==> config.mk <==
export PLATFORM = sky130hd
export DESIGN_NAME = hdmi_scanout
export DESIGN_NICKNAME = d
export VERILOG_FILES = /design/src/rtl/hdmi_pkg.sv /design/src/rtl/video_timing.sv /design/src/rtl/hdmi_scanout.sv
export SDC_FILE = /design/constraint.sdc
export NUM_CORES = 1
export LEC_CHECK = 0
export CORE_MARGIN = 8
export CORE_UTILIZATION = 40
export CTS_BUF_LIST = sky130_fd_sc_hd__clkbuf_2 sky130_fd_sc_hd__clkbuf_4 sky130_fd_sc_hd__clkbuf_8
export CTS_CLUSTER_DIAMETER = 200
export DETAILED_ROUTE_END_ITERATION = 10
export DONT_BUFFER_PORTS = 1
export PLACE_DENSITY_LB_ADDON = 0.25
export SLEW_MARGIN = 5
export SYNTH_ARGS = -nofsm -noshare
export SYNTH_HDL_FRONTEND = slang
export SYNTH_SLANG_ARGS = --single-unit
==> constraint.sdc <==
create_clock -name rdclk -period 3.6 [get_ports rdclk]
set_input_delay 0.36 -clock rdclk [delete_from_list [all_inputs] [get_ports rdclk]]
set_output_delay 0.36 -clock rdclk [all_outputs]
set_load 0.03 [all_outputs]
==> src/rtl/hdmi_pkg.sv <==
// Shared definitions for the 640x480@60 RGB333 frame buffer: default video
// timing, frame-buffer size, RGB333 word layout and colour expansion.
package hdmi_pkg;

  localparam int unsigned H_ACTIVE = 640;
  localparam int unsigned H_FP     = 16;
  localparam int unsigned H_SYNC   = 96;
  localparam int unsigned H_BP     = 48;
  localparam int unsigned V_ACTIVE = 480;
  localparam int unsigned V_FP     = 10;
  localparam int unsigned V_SYNC   = 2;
  localparam int unsigned V_BP     = 33;

  localparam int unsigned H_TOTAL  = H_ACTIVE + H_FP + H_SYNC + H_BP;
  localparam int unsigned V_TOTAL  = V_ACTIVE + V_FP + V_SYNC + V_BP;
  localparam int unsigned FB_WORDS = H_ACTIVE * V_ACTIVE;

  localparam int unsigned COMP_W = 3;
  localparam int unsigned PIX_W  = 3 * COMP_W;

  // One frame-buffer word, {R[2:0],G[2:0],B[2:0]}
  typedef struct packed {
    logic [COMP_W-1:0] r;
    logic [COMP_W-1:0] g;
    logic [COMP_W-1:0] b;
  } rgb333_t;

  // Per-pixel control flags carried alongside the data pipeline
  typedef struct packed {
    logic de;
    logic hs;
    logic vs;
    logic fs;
  } vid_ctl_t;

  // 3-bit to 8-bit by bit replication so full scale maps to 8'hFF
  function automatic logic [7:0] expand3(input logic [COMP_W-1:0] c);
    return {c, c, c[2:1]};
  endfunction

endpackage

==> src/rtl/video_timing.sv <==
// Horizontal/vertical raster counters and the region flags derived from them.
// Ports: clk/rst (async active-high); *_c flags are combinational from the
// counter registers: active, hsync/vsync region, first pixel, active at the
// next position, and end-of-frame wrap.
module video_timing #(
  parameter int unsigned H_ACTIVE = hdmi_pkg::H_ACTIVE,
  parameter int unsigned H_FP     = hdmi_pkg::H_FP,
  parameter int unsigned H_SYNC   = hdmi_pkg::H_SYNC,
  parameter int unsigned H_BP     = hdmi_pkg::H_BP,
  parameter int unsigned V_ACTIVE = hdmi_pkg::V_ACTIVE,
  parameter int unsigned V_FP     = hdmi_pkg::V_FP,
  parameter int unsigned V_SYNC   = hdmi_pkg::V_SYNC,
  parameter int unsigned V_BP     = hdmi_pkg::V_BP
) (
  input  logic clk,
  input  logic rst,
  output logic active_c,
  output logic active_nxt_c,
  output logic hsync_act_c,
  output logic vsync_act_c,
  output logic first_c,
  output logic frame_wrap_c
);

  localparam int unsigned H_TOTAL = H_ACTIVE + H_FP + H_SYNC + H_BP;
  localparam int unsigned V_TOTAL = V_ACTIVE + V_FP + V_SYNC + V_BP;
  localparam int unsigned H_W     = $clog2(H_TOTAL);
  localparam int unsigned V_W     = $clog2(V_TOTAL);

  logic [H_W-1:0] h_cnt_q, h_cnt_d;
  logic [V_W-1:0] v_cnt_q, v_cnt_d;
  logic           line_end;
  logic           frame_end;

  // Next raster position; v advances when h wraps, both wrap at frame end
  always_comb begin
    line_end  = (h_cnt_q == H_W'(H_TOTAL - 1));
    frame_end = line_end && (v_cnt_q == V_W'(V_TOTAL - 1));
    h_cnt_d   = line_end ? '0 : h_cnt_q + H_W'(1);
    v_cnt_d   = v_cnt_q;
    if (frame_end) begin
      v_cnt_d = '0;
    end else if (line_end) begin
      v_cnt_d = v_cnt_q + V_W'(1);
    end
  end

  // Region flags for the current position (and active for the next one)
  always_comb begin
    active_c     = (h_cnt_q < H_W'(H_ACTIVE)) && (v_cnt_q < V_W'(V_ACTIVE));
    active_nxt_c = (h_cnt_d < H_W'(H_ACTIVE)) && (v_cnt_d < V_W'(V_ACTIVE));
    hsync_act_c  = (h_cnt_q >= H_W'(H_ACTIVE + H_FP)) &&
                   (h_cnt_q <  H_W'(H_ACTIVE + H_FP + H_SYNC));
    vsync_act_c  = (v_cnt_q >= V_W'(V_ACTIVE + V_FP)) &&
                   (v_cnt_q <  V_W'(V_ACTIVE + V_FP + V_SYNC));
    first_c      = (h_cnt_q == '0) && (v_cnt_q == '0);
    frame_wrap_c = frame_end;
  end

  always_ff @(posedge clk or posedge rst) begin
    if (rst) begin
      h_cnt_q <= '0;
      v_cnt_q <= '0;
    end else begin
      h_cnt_q <= h_cnt_d;
      v_cnt_q <= v_cnt_d;
    end
  end

endmodule

==> src/rtl/hdmi_scanout.sv <==
// Frame-buffer scan-out: raster timing, linear read address, two-stage
// alignment of data and sync, RGB333 -> RGB888 expansion.
// Ports: rdclk/reset (async active-high); rdaddress to the buffer;
// read_data returns one rdclk later; red/green/blue/hsync/vsync/de and
// frame_start are registered and mutually aligned.
module hdmi_scanout
  import hdmi_pkg::rgb333_t, hdmi_pkg::vid_ctl_t, hdmi_pkg::expand3;
#(
  parameter int unsigned H_ACTIVE = hdmi_pkg::H_ACTIVE,
  parameter int unsigned H_FP     = hdmi_pkg::H_FP,
  parameter int unsigned H_SYNC   = hdmi_pkg::H_SYNC,
  parameter int unsigned H_BP     = hdmi_pkg::H_BP,
  parameter int unsigned V_ACTIVE = hdmi_pkg::V_ACTIVE,
  parameter int unsigned V_FP     = hdmi_pkg::V_FP,
  parameter int unsigned V_SYNC   = hdmi_pkg::V_SYNC,
  parameter int unsigned V_BP     = hdmi_pkg::V_BP,
  parameter bit          SYNC_POL = 1'b0,
  parameter int unsigned ADDR_W   = 19
) (
  input  logic              rdclk,
  input  logic              reset,
  output logic [ADDR_W-1:0] rdaddress,
  input  logic [8:0]        read_data,
  output logic [7:0]        red,
  output logic [7:0]        green,
  output logic [7:0]        blue,
  output logic              hsync,
  output logic              vsync,
  output logic              de,
  output logic              frame_start
);

  logic active_c, active_nxt_c, hsync_act_c, vsync_act_c, first_c, frame_wrap_c;

  video_timing #(
    .H_ACTIVE(H_ACTIVE), .H_FP(H_FP), .H_SYNC(H_SYNC), .H_BP(H_BP),
    .V_ACTIVE(V_ACTIVE), .V_FP(V_FP), .V_SYNC(V_SYNC), .V_BP(V_BP)
  ) u_timing (
    .clk         (rdclk),
    .rst         (reset),
    .active_c    (active_c),
    .active_nxt_c(active_nxt_c),
    .hsync_act_c (hsync_act_c),
    .vsync_act_c (vsync_act_c),
    .first_c     (first_c),
    .frame_wrap_c(frame_wrap_c)
  );

  logic [ADDR_W-1:0] addr_cnt_q, addr_cnt_d;
  logic [ADDR_W-1:0] rdaddress_q, rdaddress_d;
  vid_ctl_t          ctl_s1_q, ctl_s1_d;
  logic              de_q, de_d;
  logic              fs_q, fs_d;
  logic              hsync_q, hsync_d;
  logic              vsync_q, vsync_d;
  logic [7:0]        red_q, red_d;
  logic [7:0]        green_q, green_d;
  logic [7:0]        blue_q, blue_d;
  rgb333_t           pix;

  always_comb begin
    // Address counter: advances on active pixels, holds through blanking
    addr_cnt_d = addr_cnt_q;
    if (frame_wrap_c) begin
      addr_cnt_d = '0;
    end else if (active_c) begin
      addr_cnt_d = addr_cnt_q + ADDR_W'(1);
    end
    // Registered so rdaddress matches the position the counters will hold;
    // masked outside active video so the held end-of-frame count never shows
    rdaddress_d = active_nxt_c ? addr_cnt_d : '0;

    // Stage 1: flags wait alongside the buffer's own read register
    ctl_s1_d = '{de: active_c, hs: hsync_act_c, vs: vsync_act_c, fs: first_c};

    // Stage 2: output register, colour forced to black outside active video
    pix     = rgb333_t'(read_data);
    de_d    = ctl_s1_q.de;
    fs_d    = ctl_s1_q.fs;
    hsync_d = ctl_s1_q.hs ? SYNC_POL : ~SYNC_POL;
    vsync_d = ctl_s1_q.vs ? SYNC_POL : ~SYNC_POL;
    red_d   = '0;
    green_d = '0;
    blue_d  = '0;
    if (ctl_s1_q.de) begin
      red_d   = expand3(pix.r);
      green_d = expand3(pix.g);
      blue_d  = expand3(pix.b);
    end
  end

  always_ff @(posedge rdclk or posedge reset) begin
    if (reset) begin
      addr_cnt_q  <= '0;
      rdaddress_q <= '0;
      ctl_s1_q    <= '0;
      de_q        <= 1'b0;
      fs_q        <= 1'b0;
      hsync_q     <= ~SYNC_POL;
      vsync_q     <= ~SYNC_POL;
      red_q       <= '0;
      green_q     <= '0;
      blue_q      <= '0;
    end else begin
      addr_cnt_q  <= addr_cnt_d;
      rdaddress_q <= rdaddress_d;
      ctl_s1_q    <= ctl_s1_d;
      de_q        <= de_d;
      fs_q        <= fs_d;
      hsync_q     <= hsync_d;
      vsync_q     <= vsync_d;
      red_q       <= red_d;
      green_q     <= green_d;
      blue_q      <= blue_d;
    end
  end

  assign rdaddress   = rdaddress_q;
  assign red         = red_q;
  assign green       = green_q;
  assign blue        = blue_q;
  assign hsync       = hsync_q;
  assign vsync       = vsync_q;
  assign de          = de_q;
  assign frame_start = fs_q;

endmodule

# Word level (Yosys, flattened, before mapping)
# Index checks and enable logic that the tools add are counted.
# classes
addsub	3
order_cmp	8
eq_ne	2
mux	11
reduce_logical	8
# ops
operator	n
19-bit 2-to-1 mux	3
10-bit less-than comparator, second input constant	3
10-bit by 9-bit less-than comparator with 1-bit output, second input constant	3
10-bit 2-to-1 mux	3
8-bit 2-to-1 mux	3
10-bit by 1-bit adder with 10-bit output, second input constant	2
10-bit equality test, second input constant	2
10-bit zero test	2
19-bit by 1-bit adder with 19-bit output, second input constant	1
10-bit greater-or-equal comparator, second input constant	1
10-bit by 9-bit greater-or-equal comparator with 1-bit output, second input constant	1
1-bit logical AND	6
1-bit 2-to-1 mux	2
# totals
regBits	90
in_bits	11
out_inout_bits	47
word_cells	47

# Longest topological paths before layout
# logic_depth
word_depth	6
depth_mapped	8
mapped_depth_nobuf	7

# Hierarchy
# A second synthesis with hierarchy kept.
# hier_totals
cells_unflattened	305
hier_area_um2	3304.4
# by_module_without_submodules
module	instances	cells_each	area_each_um2	seq_area_each_um2
hdmi_scanout	1	185	2154.6	1378.8
video_timing	1	120	1149.9	500.5

# Worst setup path after synthesis
# Ideal clock, no wire load.
# synth_path
path_type	reg2reg
from	register u_timing.h_cnt_q[0]
to	register rdaddress_q[17], in the netlist rdaddress[17]
setup_time_ns	0.137
arrival_time_ns	1.914
required_ns	3.463
setup_slack_ns	1.550
stages_incl_launch_ff	8
path_buffers	1
period_less_slack_ns	2.050
cell_sequence	dfrtp_1 -> ha_1 -> nand3_1 -> o31ai_1 -> mux2_2 -> o32ai_4 -> buf_6 -> nor4_2
# synth_via
elab_chain_len	6
elab_cells_between_ends	14
classes_between	add/sub (1); order compare (3); eq/ne (1); mux (6); reduce/logical (3)
# synth_rtl
element	line_no	rtl
start, declared	video_timing.sv:30	logic [H_W-1:0] h_cnt_q, h_cnt_d;
start signal, assigned	video_timing.sv:65	h_cnt_q <= h_cnt_d;
parallel branches: the longest is 5 deep, another holds 10-bit by 1-bit adder with 10-bit output	-	
19-bit 2-to-1 mux (*)	hdmi_scanout.sv:71	rdaddress_d = active_nxt_c ? addr_cnt_d : '0;
named net rdaddress_d[17]	hdmi_scanout.sv:50	logic [ADDR_W-1:0] rdaddress_q, rdaddress_d;
end signal, assigned	hdmi_scanout.sv:106	rdaddress_q <= rdaddress_d;
end, declared	hdmi_scanout.sv:50	
# Mark *: on every way through the listed nets, which the timed path passes.

# Final worst setup path
# layout_path
from	register u_timing.h_cnt_q[0]
to	register rdaddress_q[18], in the netlist rdaddress[18]
# The elaborated chain is that of the path after synthesis.

==> results by group <==
GRT
  • GR Util met3: 3.75%
  • Largest net degree at the start of global routing: 41
  • Initial antenna violation count: 0
  • GRT overflow: 0
  • GRT Max-Usage Layer: met2
  • Global-route wire length before repair: 10700 µm
  • Met1 global-route usage: 14.5%
  • Vias in the first global route: 2158
  • Gr usage total: 11.3%
  • GR Util met2: 16.3%

CTS
  • CTS resizes: 0
  • TritonCTS clock tree: built
  • Clock sinks: 75
  • Later-pin clock latency in the skew report: 0.35 ns
  • H-tree levels: 3
  • Root Driver: clkbuf_8
  • Clock tree buffer depth: 2
  • Postcts setup bufs: 0
  • Cts bufs inserted: 9
  • Clock slew at reported path FFs: 0.08 ns

Cells and area
  • Share of layout cells above drive strength 1: 17.5%
  • Fillers: 787
  • Antenna fix cells: 0
  • Final Non-Filler Cells: 410
  • Final Net Count: 313
  • P&R area growth vs syn: 6.21%

Placement
  • Place WS: 1.08 ns
  • Gp weighted congestion: 0.789
  • Dpl hpwl: 4340 µm
  • Placed Instances: 393
  • I/O Buffers: 0

STA
  • Min Hold Slack: 0.141 ns
  • Setup Skew: 0.00980 ns
  • Max-slew violations: 0
  • Post-layout min period: 2.50 ns
  • Setup ws final: 1.10 ns
  • RSZ-0062 raised after global routing: false
  • Rel. slew slack: 44.9%
  • Transition time of the tightest slew-check pin: 0.820 ns
  • Fin crit share: 69.6%
  • # setup viols final: 0
  • Endpoints failing hold: 0
  • Setup TNS: 0 ns
  • Fmax: 399 MHz

Pwr
  • Worst ir drop on vdd: 0.232 mV
  • Power per cell area: 440 nW/µm²
  • Lkg Pwr: 1.66 nW
  • Total chip power: 0.00164 W

Logic synthesis
  • Ys Warns: 0
  • Share of the synthesized area in the top cell type: 51.8%
  • Mapped Nets: 325
  • Area contributors post-synth: dfrtp_1 (52%), xor2_1 (5.0%), nor2_1 (3.6%)
  • Most frequent cell after synthesis: dfrtp_1
  • Post-Syn Area: 3520 µm²
  • Top cells by count, synth: dfrtp_1 (73), nor2_1 (34), xor2_1 (20)
  • Top FF cell, synth: dfrtp_1
  • Count of cell types in the netlist: 46
  • Sequential share of the synthesized area: 53.3%
  • Mean Syn Cell Area: 11.4 µm²
  • Post-Synthesis Cells: 309
  • Flip-flop and latch count after synthesis: 75
  • Asr flop ratio synth: 100%
  • EDFF count, synth: 0
  • Cell taking the most area after synthesis: dfrtp_1

Die
  • Placement row count: 34
  • Starting Density: 40.8%
  • Core area: 8640 µm²
  • Die area: 12100 µm²
  • Die H: 110 µm
  • Die width: 110 µm
  • Top Ports: 58

Routing
  • Drc violations: 0
  • Initial DRC Count: 164
  • Post-DR wirelength/cell: 15.3 µm
  • Router iterations before antenna repair: 4
  • Via/cell ratio: 5.30
  • Detail Route Antenna Nets: 0
  • Routed wire length: 6290 µm
  • Routed vias: 2172

Job
  • Max Cap Viol: 0

Critical path
  • Worst R2R Path Depth: 6
  • R2R Setup Slk: 1.10 ns
  • CP startpoint kind: flip-flop
  • FF-to-FF End: rdaddress[18]
  • Worst Path Required: 3.81 ns
  • Largest fanout on the critical path: 20
  • Critical Path Source: u_timing.h_cnt_q[0]
  • Worst Path Arrival: 2.71 ns
  • FF-to-FF Start: u_timing.h_cnt_q[0]
  • Worst Setup End Kind: flip-flop
  • Crit path kind: reg2reg
  • Crit path capture: rdaddress[18]

Hold path
  • Hold crit path type: in2reg

Run status
  • Status: completed
## final cells by class
type                       count  area, µm²  area share [%]
tap                          108        135            3.61
clock inverter                 6       95.1            2.54
clock buffer                  10        138            3.68
inverter                      10       37.5            1.00
timing repair buffer           6       47.5            1.27
sequential                    75       1880            50.2
multi-input combinational    195       1410            37.7
## sequential cells by signal, indices dropped and copies added, names as in the netlist, 2 cells and up
register          flops
blue                  3
green                 3
rdaddress            19
u_timing.h_cnt_q     10
u_timing.v_cnt_q     10
addr_cnt_q           19
ctl_s1_q              2
red                   3
## metrics by stage
stage	instance area [µm²]	utilization (%)
3_3_place_gp	3500	40.5
6_report	3740	43.3
5_1_grt	3740	43.3
2_1_floorplan	3520	-
3_5_place_dp	3500	40.5
4_1_cts	3740	43.3
## placed cells by master (no fill, tap or decap), drive strengths merged, types with 7 or more instances in the layout
cell type	synthesis	layout
nor2	35	35
and4	7	7
nand2	13	13
dfrtp	73	73
inv	10	12
xnor2	9	9
clkbuf	4	10
nor4	22	22
and2	11	11
nand3	16	16
xor2	20	20
nand4	14	14
## kinds of logic after synthesis
kind of cell | after synthesis | share of synthesized area, %
AOI/OAI and AO/OA | 20 | 4.62
muxes | 4 | 1.24
xor gates and xnor gates | 29 | 7.21
adders and majority gates | 5 | 1.78
DFF | 75 | 53.3
buffers and inverters | 39 | 6.64
and+or+nand+nor | 137 | 25.2
## metal layers
layer / part of all wire [%] / wire (µm)
met1: 44 / 2790
met2: 45 / 2800
met3: 8.7 / 550
met4: 2.4 / 148
met5: 0 / 0
## worst max-delay path: stages (launching register included)
cell and delay, ns:
dfrtp_1 0.41, ha_1 0.22, nand3_1 0.28, or3_4 0.46, nor2_2 0.51, buf_4 0.38
nor4_1 0.10
## worst min-delay path by stage
stage / slack [ns] / start / depth (start not counted) / end
2_1_floorplan: 0.33 / fs_d / 0 / frame_start
3_3_place_gp: 0.17 / reset / 1 / green[5]
3_5_place_dp: 0.17 / reset / 1 / ctl_s1_q[1]
4_1_cts: 0.13 / read_data[4] / 1 / green[6]
5_1_grt: 0.13 / read_data[3] / 1 / green[5]
6_report: 0.14 / read_data[5] / 1 / green[4]
## report_power, final
group | total (W) | leakage, nW | internal, W | switching (W)
Clock | 0.000744 | 0.117 | 0.000416 | 0.000327
Sequential | 0.000879 | 0.966 | 0.000846 | 0.0000331
Combinational | 0.0000219 | 0.571 | 0.00000488 | 0.0000170
Total | 0.00164 | 1.66 | 0.00127 | 0.000377
## what timing repair did
action	4_1_cts	5_1_grt
hold buffers	1	0
setup endpoints to repair	0	0
endpoints found under the hold margin	8	0
Power figures use the tool's default switching activity.
